<file path="src/rtl/mux_pkg.sv">
// Shared constants for the 1:2 demux / 2:1 merge path.
package mux_pkg;

  localparam int unsigned DATA_W_DEF = 8;
  localparam int unsigned CNT_W_DEF  = 16;

  // Channel indices, also the encoding carried on out_sel / demux s.
  localparam logic CH0 = 1'b0;
  localparam logic CH1 = 1'b1;

endpackage

</file>
<file path="src/rtl/rr_arb2.sv">
// Combinational 2-way arbiter, round-robin or fixed priority (ch0 wins).
module rr_arb2
  import mux_pkg::*;
#(
  parameter bit RR_EN = 1'b1
) (
  input  logic [1:0] req,
  input  logic       last_grant,
  output logic [1:0] gnt
);

  // One-hot grant; on contention round-robin favours the channel not served last.
  always_comb begin
    gnt = '0;
    unique case (req)
      2'b01:   gnt = 2'b01;
      2'b10:   gnt = 2'b10;
      2'b11: begin
        if (RR_EN && (last_grant == CH0)) gnt = 2'b10;
        else                              gnt = 2'b01;
      end
      default: gnt = '0;
    endcase
  end

endmodule

</file>
<file path="src/rtl/mux2_rr_merge.sv">
// Two-channel merge into a single registered stream tagged with its source index.
module mux2_rr_merge
  import mux_pkg::*;
#(
  parameter int unsigned DATA_W = DATA_W_DEF,
  parameter bit          RR_EN  = 1'b1,
  parameter int unsigned CNT_W  = CNT_W_DEF
) (
  input  logic              clk,
  input  logic              rst,
  input  logic [DATA_W-1:0] in0_data,
  input  logic              in0_valid,
  output logic              in0_ready,
  input  logic [DATA_W-1:0] in1_data,
  input  logic              in1_valid,
  output logic              in1_ready,
  output logic [DATA_W-1:0] out_data,
  output logic              out_sel,
  output logic              out_valid,
  input  logic              out_ready,
  output logic [CNT_W-1:0]  cnt0,
  output logic [CNT_W-1:0]  cnt1
);

  logic [DATA_W-1:0] out_data_q, out_data_d;
  logic              out_sel_q, out_sel_d;
  logic              out_valid_q, out_valid_d;
  logic              last_grant_q, last_grant_d;
  logic [CNT_W-1:0]  cnt0_q, cnt0_d;
  logic [CNT_W-1:0]  cnt1_q, cnt1_d;

  logic       load;
  logic [1:0] gnt;
  logic       acc0, acc1;

  rr_arb2 #(.RR_EN(RR_EN)) u_arb (
    .req        ({in1_valid, in0_valid}),
    .last_grant (last_grant_q),
    .gnt        (gnt)
  );

  // Handshake: the single output slot can take a word when empty or draining.
  always_comb begin
    load      = ~out_valid_q | out_ready;
    in0_ready = load & gnt[0] & ~rst;
    in1_ready = load & gnt[1] & ~rst;
    acc0      = in0_ready;
    acc1      = in1_ready;
  end

  // Next-state for output slot, arbitration history and saturating counters.
  always_comb begin
    out_data_d   = out_data_q;
    out_sel_d    = out_sel_q;
    out_valid_d  = out_valid_q;
    last_grant_d = last_grant_q;
    cnt0_d       = cnt0_q;
    cnt1_d       = cnt1_q;
    if (load) begin
      out_valid_d = acc0 | acc1;
      if (acc0 | acc1) begin
        out_data_d   = acc1 ? in1_data : in0_data;
        out_sel_d    = acc1 ? CH1 : CH0;
        last_grant_d = acc1 ? CH1 : CH0;
      end
    end
    if (acc0 && (cnt0_q != '1)) cnt0_d = cnt0_q + 1'b1;
    if (acc1 && (cnt1_q != '1)) cnt1_d = cnt1_q + 1'b1;
  end

  // State registers with synchronous reset; last_grant=CH1 lets ch0 win first.
  always_ff @(posedge clk) begin
    if (rst) begin
      out_data_q   <= '0;
      out_sel_q    <= CH0;
      out_valid_q  <= 1'b0;
      last_grant_q <= CH1;
      cnt0_q       <= '0;
      cnt1_q       <= '0;
    end else begin
      out_data_q   <= out_data_d;
      out_sel_q    <= out_sel_d;
      out_valid_q  <= out_valid_d;
      last_grant_q <= last_grant_d;
      cnt0_q       <= cnt0_d;
      cnt1_q       <= cnt1_d;
    end
  end

  assign out_data  = out_data_q;
  assign out_sel   = out_sel_q;
  assign out_valid = out_valid_q;
  assign cnt0      = cnt0_q;
  assign cnt1      = cnt1_q;

endmodule

</file>
<file path="config.mk">
export PLATFORM = sky130hd
export DESIGN_NAME = mux2_rr_merge
export DESIGN_NICKNAME = d
export VERILOG_FILES = /design/src/rtl/mux_pkg.sv /design/src/rtl/rr_arb2.sv /design/src/rtl/mux2_rr_merge.sv
export SDC_FILE = /design/constraint.sdc
export NUM_CORES = 1
export LEC_CHECK = 0
export ABC_AREA = 1
export BUFFER_PORTS_ARGS = -buffer_cell sky130_fd_sc_hd__buf_4
export CORE_MARGIN = 3
export CORE_UTILIZATION = 53
export CTS_CLUSTER_DIAMETER = 80
export DETAILED_ROUTE_END_ITERATION = 10
export GPL_TIMING_DRIVEN = 0
export HOLD_SLACK_MARGIN = 0.02
export PLACE_DENSITY_LB_ADDON = 0.08
export SLEW_MARGIN = 10
export SYNTH_ARGS = -nofsm -noshare
export SYNTH_HDL_FRONTEND = slang
export SYNTH_SLANG_ARGS = --single-unit
</file>
<file path="constraint.sdc">
create_clock -name clk -period 2.26 [get_ports clk]
set_clock_uncertainty 0.05 [all_clocks]
set_input_delay 0.226 -clock clk [delete_from_list [all_inputs] [get_ports clk]]
set_output_delay 0.226 -clock clk [all_outputs]
set_load 0.01 [all_outputs]
</file>
==> results.yml, run 1 <==
sta:
  worst_pin_slew_ns: 0.701
  final-setup-viol-count: 0
  fmax_mhz: 536
  tns_ns: 0
  slew_headroom_pct: 53.3
  min_period_ns: 1.87
  period_share_pct: 82.6
  rsz0062_at_grt: "false"
  hold_viol: 0
  maxSlewViolCount: 0
yosys:
  yosysWarnings: 0
  ys_ff_latch: 43
  synth_area_leader_cell: "dfxtp_1"
  yosysSeqAreaShare_pct: 34.6
  syn_area_um2: 2480
  syn-num-nets: 398
  ys_top_cells_by_area: "dfxtp_1, nand2_1, a21oi_1, nor2_1, inv_1"
  synth_cell_types: 26
  synth.top_cell.area_share_pct: 34.6
  syn_avg_cell_area_um2: 6.63
  synth_cells: 375
finish:
  drive_above_1_share_pct: 23.5
  final_cell_mix: "nand2_1, buf_4, dfxtp_1, nor2_1, inv_1"
  final_nets: 469
  diodes: 0
  final_common_cell: "nand2_1"
  areaGrowthSynthToFinish_pct: 25.4
  final_cells: 499
  nFillCells: 396
clock_network:
  clk_latency_ns: 0.30
  cts.path.max_buffers: 2
  clkSinkCount: 43
  clock-root-buffer: "clkbuf_8"
  postCtsResizedCells: 0
  hold_buffers: 0
  cts_made_buffers: 5
  cts-htree-levels: 2
  cts_tree: "yes"
  post_cts_buffers: 0
  path_clk_slew_ns: 0.09
critical_path:
  max_stage_delay_ns: 0.41
  crit_chain: "ha_1 > nand3_2 > clkinv_1 > nand2_2 > o21ai_4 > inv_2 > buf_6 > nand2_1 > a21oi_2"
  critPathKind: "flip-flop to flip-flop"
  crit_buf_inv: 3
  worstPathRequired_ns: 2.38
  critPathTopFamily: "buffers and inverters"
  slowest_stage: "dfxtp_1"
  path_max_fanout: 10
  start_kind: "flip-flop"
  cp-end-kind: "flip-flop"
  cp.arrival_ns: 1.98
placement:
  port_buffers: 64
  gp_congestion: 0.848
  placedCellCount: 491
  hpwlAfterDp_um: 4750
detailed_routing:
  drc: 0
  vias_per_cell: 5.10
  met3WireLength_um: 261
  first_iter_violations: 96
  wl_met1_um: 2760
  dr.pass1.iters: 4
  wl_um: 6300
  wl_per_cell_um: 12.6
  wl_met2_um: 3200
  top_layer: "met4"
  postRouteAntennaNets: 0
  vias: 2547
grt:
  globalRouteTotalUtil_pct: 23.7
  grt_pass1_vias: 2323
  antenna_found_initial: 0
  grt_pass1_wl_um: 10200
  grt_overflow_total: 0
  grt_max_degree: 14
pwr:
  p_leak_nw: 1.27
  vdd_ir_drop_max_mv: 0.343
  powerDensity_nw_per_um2: 482
worst_hold_path:
  hold_class: "primary input to flip-flop"
floorplanning:
  ios: 65
  fp.dieW_um: 74.5
  num_rows: 24
  die-area_um2: 5550
  core_area_um2: 4440
  initial_core_util_pct: 55.9
  die_h_um: 74.5
status:
  outcome: "completed"
run:
  maxCapViolCount: 0
==> layout make-up <==
type,count,area (µm²),area share [%]
Multi-Input combinational cell,286,1410,45.3
Sequential cell,43,861,27.6
Timing Repair Buffer,64,480,15.4
Inverter,36,135,4.34
Buffer,10,76.3,2.45
Clock buffer,6,72.6,2.33
Tap cell,52,65.1,2.09
Clock inverter,2,12.5,0.402
==> through the flow <==
step / hold WS, ns / cell area, µm² / power [mW] / worst slack [ns] / utilization (%)
floorplan: 0.307 / 2480 / 0.925 / 0.601 / -
global placement: 0.405 / 3030 / 1.01 / 0.440 / 68.2
detailed placement: 0.408 / 3030 / 1.02 / 0.411 / 68.2
CTS: 0.150 / 3120 / 1.50 / 0.388 / 70.1
global route: 0.161 / 3120 / 1.56 / 0.269 / 70.1
finish: 0.144 / 3120 / 1.50 / 0.394 / 70.1
==> logic make-up after synthesis <==
family | Yosys count | synth area share, %
and+or+nand+nor | 209 | 35.4
AOI/OAI and AO/OA | 63 | 16.2
buffers and inverters | 46 | 8.51
DFF | 43 | 34.6
xor gates and xnor gates | 12 | 4.23
adders and majority gates | 2 | 1.01
==> registers in the layout, summed over array words and instances, names as in the netlist <==
| name | flops |
|---|---|
| out_valid | 1 |
| cnt1 | 16 |
| out_data | 8 |
| cnt0 | 16 |
| out_sel | 1 |
| last_grant_q | 1 |
==> cell usage after synthesis <==
library cell and count:
dfxtp_1 43, nand3_1 13, a21oi_2 9, o21ai_4 3, o21ai_1 1, o211ai_1 8
nand2_1 138, clkinv_1 1, nand2_2 3, clkbuf_1 3, nand2_4 1, buf_6 4
inv_1 31, xnor2_1 8, xor2_1 4, buf_2 1, nor2_2 2, buf_4 2
nor2_1 38, nand4_1 9, o21ai_0 13, a21oi_1 29, nand3_2 1, inv_2 4
nor2_4 4, ha_1 2
==> worst reg2reg max path: cells and delay by family (launching register included) <==
family / cells / cell delay, ns
compound gates: 2 / 0.32
fa+ha+maj: 1 / 0.28
flops: 1 / 0.41
simple gates: 3 / 0.27
buf+inv: 3 / 0.41
==> power breakdown <==
group          internal, mW  switching, mW  total (mW)
clock                 0.217          0.287       0.504
combinational        0.0904          0.112       0.202
sequential            0.779         0.0157       0.794
==> metal layers <==
metal  vias up  GRT usage [%]
li1       1335              -
met1      1144           27.5
met2        60           43.7
met3         8           5.27
met4         0           6.13
met5         -              0
==> final timing paths <==
path | startpoint | endpoint | slack (ns) | depth (start not counted)
worst max register to register | cnt0[0] | cnt0[5] | 0.39 | 9
worst min-delay path | rst | last_grant_q | 0.14 | 3
worst max-delay path | cnt0[0] | cnt0[5] | 0.39 | 9
worst min register to register | out_data[3] | out_data[3] | 0.42 | 2
Power figures use the tool's default switching activity.
==> run 2: changes to the inputs <==
ABC_AREA = 0   (was 1)
CORE_UTILIZATION = 45   (was 53)
clock period = 1.6 ns   (was 2.26 ns; I/O delays follow)
==> run 2 against run 1 <==
Largest cell class unchanged. Largest power group unchanged. Sequential share of layout area is 0.17 points higher. Flip-flop and latch count stayed put. The flow now finishes with violations (negative setup slack). Design area is 4.7% higher. Sequential power is 41% higher. Synthesized area is 19% lower.
==> results.yml, run 2 <==
status:
  outcome: "finished with violations"
  violations: "negative setup slack"
detailed_routing:
  first_iter_violations: 108
  wl_um: 6500
  dr.pass1.iters: 4
  wl_per_cell_um: 16.7
  vias: 2201
  vias_per_cell: 5.67
  drc: 0
  postRouteAntennaNets: 0
critical_path:
  critPathKind: "flip-flop to flip-flop"
  max_stage_delay_ns: 0.42
  worst-path-stages: 6
  r2r_cells: 6
  slowest_stage: "dfxtp_2"
  path_max_fanout: 6
  start_kind: "flip-flop"
  crit_chain: "nand4_4 > nor4_4 > buf_6 > nor3_4 > a31o_1 > a21oi_2"
  cp-end-kind: "flip-flop"
  r2r_slack_ns: -0.07
  cp.arrival_ns: 1.85
  crit_buf_inv: 1
  worstPathRequired_ns: 1.78
  critPathTopFamily: "simple AND/OR/NAND/NOR gates"
sta:
  tns_ns: -0.477
  worst_hold_slack_ns: 0.0784
  hold_viol: 0
  fmax_mhz: 599
  rsz0062_at_grt: "true"
  worst_pin_slew_ns: 0.611
  layout_setup_ws_ns: -0.0708
  final-setup-viol-count: 11
  maxSlewViolCount: 0
  slew_headroom_pct: 59.3
  period_share_pct: 104
  min_period_ns: 1.67
pwr:
  p_leak_nw: 1.35
  powerDensity_nw_per_um2: 695
  vdd_ir_drop_max_mv: 0.759
grt:
  antenna_found_initial: 0
  grt_pass1_vias: 1928
  grt_pass1_wl_um: 9050
  globalRouteTotalUtil_pct: 21.7
  grt_max_degree: 14
  grt_overflow_total: 0
yosys:
  synth.top_cell.area_share_pct: 42.9
  syn_area_um2: 2010
  syn-num-nets: 258
  synth_ff_type: "dfxtp_1"
  ys_top_cells_by_area: "dfxtp_1, nor2_1, xnor2_1, nand2_1, a311oi_1"
  yosysSeqAreaShare_pct: 42.9
  yosysWarnings: 0
  synth_cell_types: 41
  synth_most_common_cell: "dfxtp_1"
  syn_avg_cell_area_um2: 8.53
  synth_area_leader_cell: "dfxtp_1"
  synth-edff-count: 0
  ys_ff_latch: 43
  synth_cells: 235
  synth_common_cells: "dfxtp_1, nor2_1, nand2_1"
  synthArstFlopShare_pct: 0
clock_network:
  clk_latency_ns: 0.30
  cts.path.max_buffers: 2
  clock-root-buffer: "clkbuf_8"
  cts-htree-levels: 2
  path_clk_slew_ns: 0.08
  cts_tree: "yes"
  hold_buffers: 0
  clkSinkCount: 43
  cts_made_buffers: 5
floorplanning:
  fp.dieW_um: 72.8
  die_h_um: 72.8
  core_area_um2: 4140
  die-area_um2: 5290
  num_rows: 23
  initial_core_util_pct: 48.4
  ios: 65
finish:
  final_nets: 360
  areaGrowthSynthToFinish_pct: 62.7
  final_common_cell: "buf_4"
  drive_above_1_share_pct: 53.3
  diodes: 0
  final_cell_mix: "buf_4, nand2_1, nor2_1, dfxtp_2, dfxtp_1"
placement:
  hpwlAfterDp_um: 3670
  port_buffers: 64
  dp_slack_ns: -0.201
  gp_congestion: 0.778
run:
  maxCapViolCount: 0
worst_hold_path:
  hold_class: "primary input to flip-flop"
  min_path_cells: 3
-- run 2: worst paths after layout --
kind / end / start
setup / recovery: cnt1[11] / cnt1[5]
hold / removal: out_data[2] / in0_data[2]
setup reg to reg: cnt1[11] / cnt1[5]
hold reg to reg: cnt1[15] / cnt1[15]
-- run 2: metrics by stage --
step	total power, mW	utilization, %	cell area [µm²]	instances
3_5_place_dp	1.35	63.0	2610	349
2_1_floorplan	1.24	-	2070	235
6_report	2.27	78.7	3260	388
5_1_grt	2.34	78.7	3260	388
3_3_place_gp	1.34	63.0	2610	349
4_1_cts	2.25	71.3	2960	374
-- run 2: power by group --
part	total [mW]	internal, mW	switching, mW
Combinational	0.262	0.133	0.129
Clock	0.887	0.505	0.382
Sequential	1.12	1.09	0.0233
Total	2.27	1.73	0.535
-- run 2: area by class of cell --
cell class	instances	area [µm²]
sequential	43	907
buffer	9	61.3
inverter	5	21.3
timing repair buffer	94	733
fill	274	881
clock inverter	2	35.0
clock buffer	6	82.6
tap	50	62.6
multi-input combinational	179	1360
-- run 2: tightest hold or removal path: cells and delay by family --
| kind | cells | cell delay [ns] |
|---|---|---|
| compound gates | 1 | 0.07 |
| simple gates | 1 | 0.05 |
| buf+inv | 1 | 0.11 |
-- run 2: cell families after synthesis --
family	Yosys count	share of synthesized area, %
AO/OA/AOI/OAI	36	12.9
XOR/XNOR	16	6.99
adder cells (fa/ha/maj)	2	1.25
buffers and inverters	14	2.68
flip-flops	43	42.9
multiplexers	3	1.50
AND/OR/NAND/NOR	121	31.8
-- run 2: timing repair --
| item | CTS | global route |
|---|---|---|
| setup buffers | 16 | 14 |
| cloned | 1 | 0 |
| setup endpoints to repair | 37 | 36 |
| pin swaps | 12 | 19 |
| resized for setup | 26 | 49 |
-- run 2: routing by layer --
metal  up-vias  GRT usage [%]  wire length (µm)
li1       1064              -                 -
met2        72           35.8              3370
met5         -              0                 0
met1      1057           28.6              2650
met3         8           4.96               383
met4         0           5.53                99
==> run 3: changes to the inputs <==
--- a/constraint.sdc
+++ b/constraint.sdc
@@ -3,3 +3,3 @@
 set_input_delay 0.16 -clock clk [delete_from_list [all_inputs] [get_ports clk]]
 set_output_delay 0.16 -clock clk [all_outputs]
-set_load 0.01 [all_outputs]
+set_load 0.02 [all_outputs]
==> run 3 against run 2 <==
The flow still finishes with violations (negative setup slack). Wire length down 1.2%. Final cell count fell by 1.5%. Flip-flop and latch count unchanged. Combinational power grew 11%. First-iteration DRC count up 45%. Die area stayed put. Non-clock buffer count decreased by 6.
==> results.yml, run 3 (synthesis gave the netlist of run 2 again) <==
grt:
  globalRouteTotalUtil_pct: 22.3
  grt_pass1_vias: 1963
  grt_max_degree: 14
  grt_overflow_total: 0
  grt_pass1_wl_um: 9380
  antenna_found_initial: 0
critical_path:
  r2r_slack_ns: -0.07
  r2r_cells: 5
  cp.arrival_ns: 1.79
  critPathTopFamily: "simple AND/OR/NAND/NOR gates"
  crit_chain: "nand2b_4 > nand4_4 > or3_4 > o311ai_2 > o31ai_1"
  worstPathRequired_ns: 1.72
  start_kind: "flip-flop"
  path_max_fanout: 5
  critPathKind: "flip-flop to flip-flop"
  worst-path-stages: 5
  cp-end-kind: "flip-flop"
  max_stage_delay_ns: 0.45
  crit_buf_inv: 0
  slowest_stage: "or3_4"
finish:
  drive_above_1_share_pct: 53.0
  final_common_cell: "buf_4"
  areaGrowthSynthToFinish_pct: 60.2
  diodes: 0
  final_nets: 354
  nFillCells: 306
  final_cell_mix: "buf_4, nor2_1, nand2_1, dfxtp_1"
sta:
  worst_hold_slack_ns: 0.0817
  rsz0062_at_grt: "true"
  min_period_ns: 1.67
  tns_ns: -0.241
  layout_setup_ws_ns: -0.0664
  fmax_mhz: 600
  hold_viol: 0
  worst_pin_slew_ns: 0.577
  period_share_pct: 104
  slew_headroom_pct: 61.6
  maxSlewViolCount: 0
  final-setup-viol-count: 10
clock_network:
  hold_buffers: 0
  clkSinkCount: 43
  cts_tree: "yes"
  clk_latency_ns: 0.30
  cts-htree-levels: 2
  clock-root-buffer: "clkbuf_8"
  path_clk_slew_ns: 0.09
  cts.path.max_buffers: 2
  cts_made_buffers: 5
floorplanning:
  initial_core_util_pct: 48.4
  die-area_um2: 5290
  fp.dieW_um: 72.8
  num_rows: 23
  ios: 65
  die_h_um: 72.8
  core_area_um2: 4140
detailed_routing:
  vias: 2193
  postRouteAntennaNets: 0
  wl_um: 6420
  first_iter_violations: 157
  wl_met1_um: 2610
  met3WireLength_um: 504
  drc: 0
  vias_per_cell: 5.74
  dr.pass1.iters: 4
  wl_per_cell_um: 16.8
  top_layer: "met4"
  wl_met2_um: 3190
worst_hold_path:
  min_path_cells: 3
  hold_class: "primary input to flip-flop"
pwr:
  vdd_ir_drop_max_mv: 0.458
  finalPower_mw: 2.07
  powerDensity_nw_per_um2: 645
  p_leak_nw: 1.30
status:
  violations: "negative setup slack"
  outcome: "finished with violations"
placement:
  port_buffers: 64
  hpwlAfterDp_um: 3750
  gp_congestion: 0.804
run:
  maxCapViolCount: 0
## run 3: cell type report
cell class | instances | area, µm² | area share (%)
well taps | 50 | 62.6 | 1.95
multi-input cells | 179 | 1380 | 43.1
inverters | 5 | 21.3 | 0.662
plain buffers | 9 | 65.1 | 2.02
flip-flops and latches | 43 | 931 | 29.0
repair buffers | 88 | 668 | 20.8
clock inverters | 2 | 8.76 | 0.273
clock buffers | 6 | 72.6 | 2.26
## run 3: final timing paths
| path | start | end |
|---|---|---|
| worst min-delay path | in0_data[5] | out_data[5] |
| worst min register to register | cnt1[15] | cnt1[15] |
| worst max-delay path | last_grant_q | cnt0[11] |
| worst max register to register | last_grant_q | cnt0[11] |
## run 3: where the power goes
part           total [mW]  switching, mW  internal, mW  leakage, nW
clock               0.683          0.382         0.301       0.0426
sequential           1.10         0.0222          1.08        0.366
combinational       0.291          0.156         0.135        0.894
## run 3: per-stage QoR
step           setup slack [ns]  util [%]  std cells  area, µm²
6_report                -0.0664      77.5        382       3210
3_5_place_dp             -0.281      64.1        349       2660
4_1_cts                 -0.0128      70.9        371       2940
5_1_grt                  -0.127      77.5        382       3210
3_3_place_gp             -0.251      64.1        349       2660
2_1_floorplan           -0.0946         -        235       2110
## run 3: timing repair
item                       in CTS  in global routing
setup buffers                  13                 10
setup endpoints to repair      39                 41
gates cloned                    1                  1
pin swaps                       9                 20
gates resized for setup        22                 56
## run 3: per-layer routing
metal,global-route usage [%],vias up
met5,0,-
met4,8.40,0
met3,4.68,13
met2,36.2,88
met1,29.1,1039
li1,-,1053
## run 3: worst register-to-register path, delay by kind of cell, from the launching register on
kind / cells / cell delay [ns]
flip-flops: 1 / 0.35
AND/OR/NAND/NOR: 3 / 0.77
AO/OA/AOI/OAI: 2 / 0.37
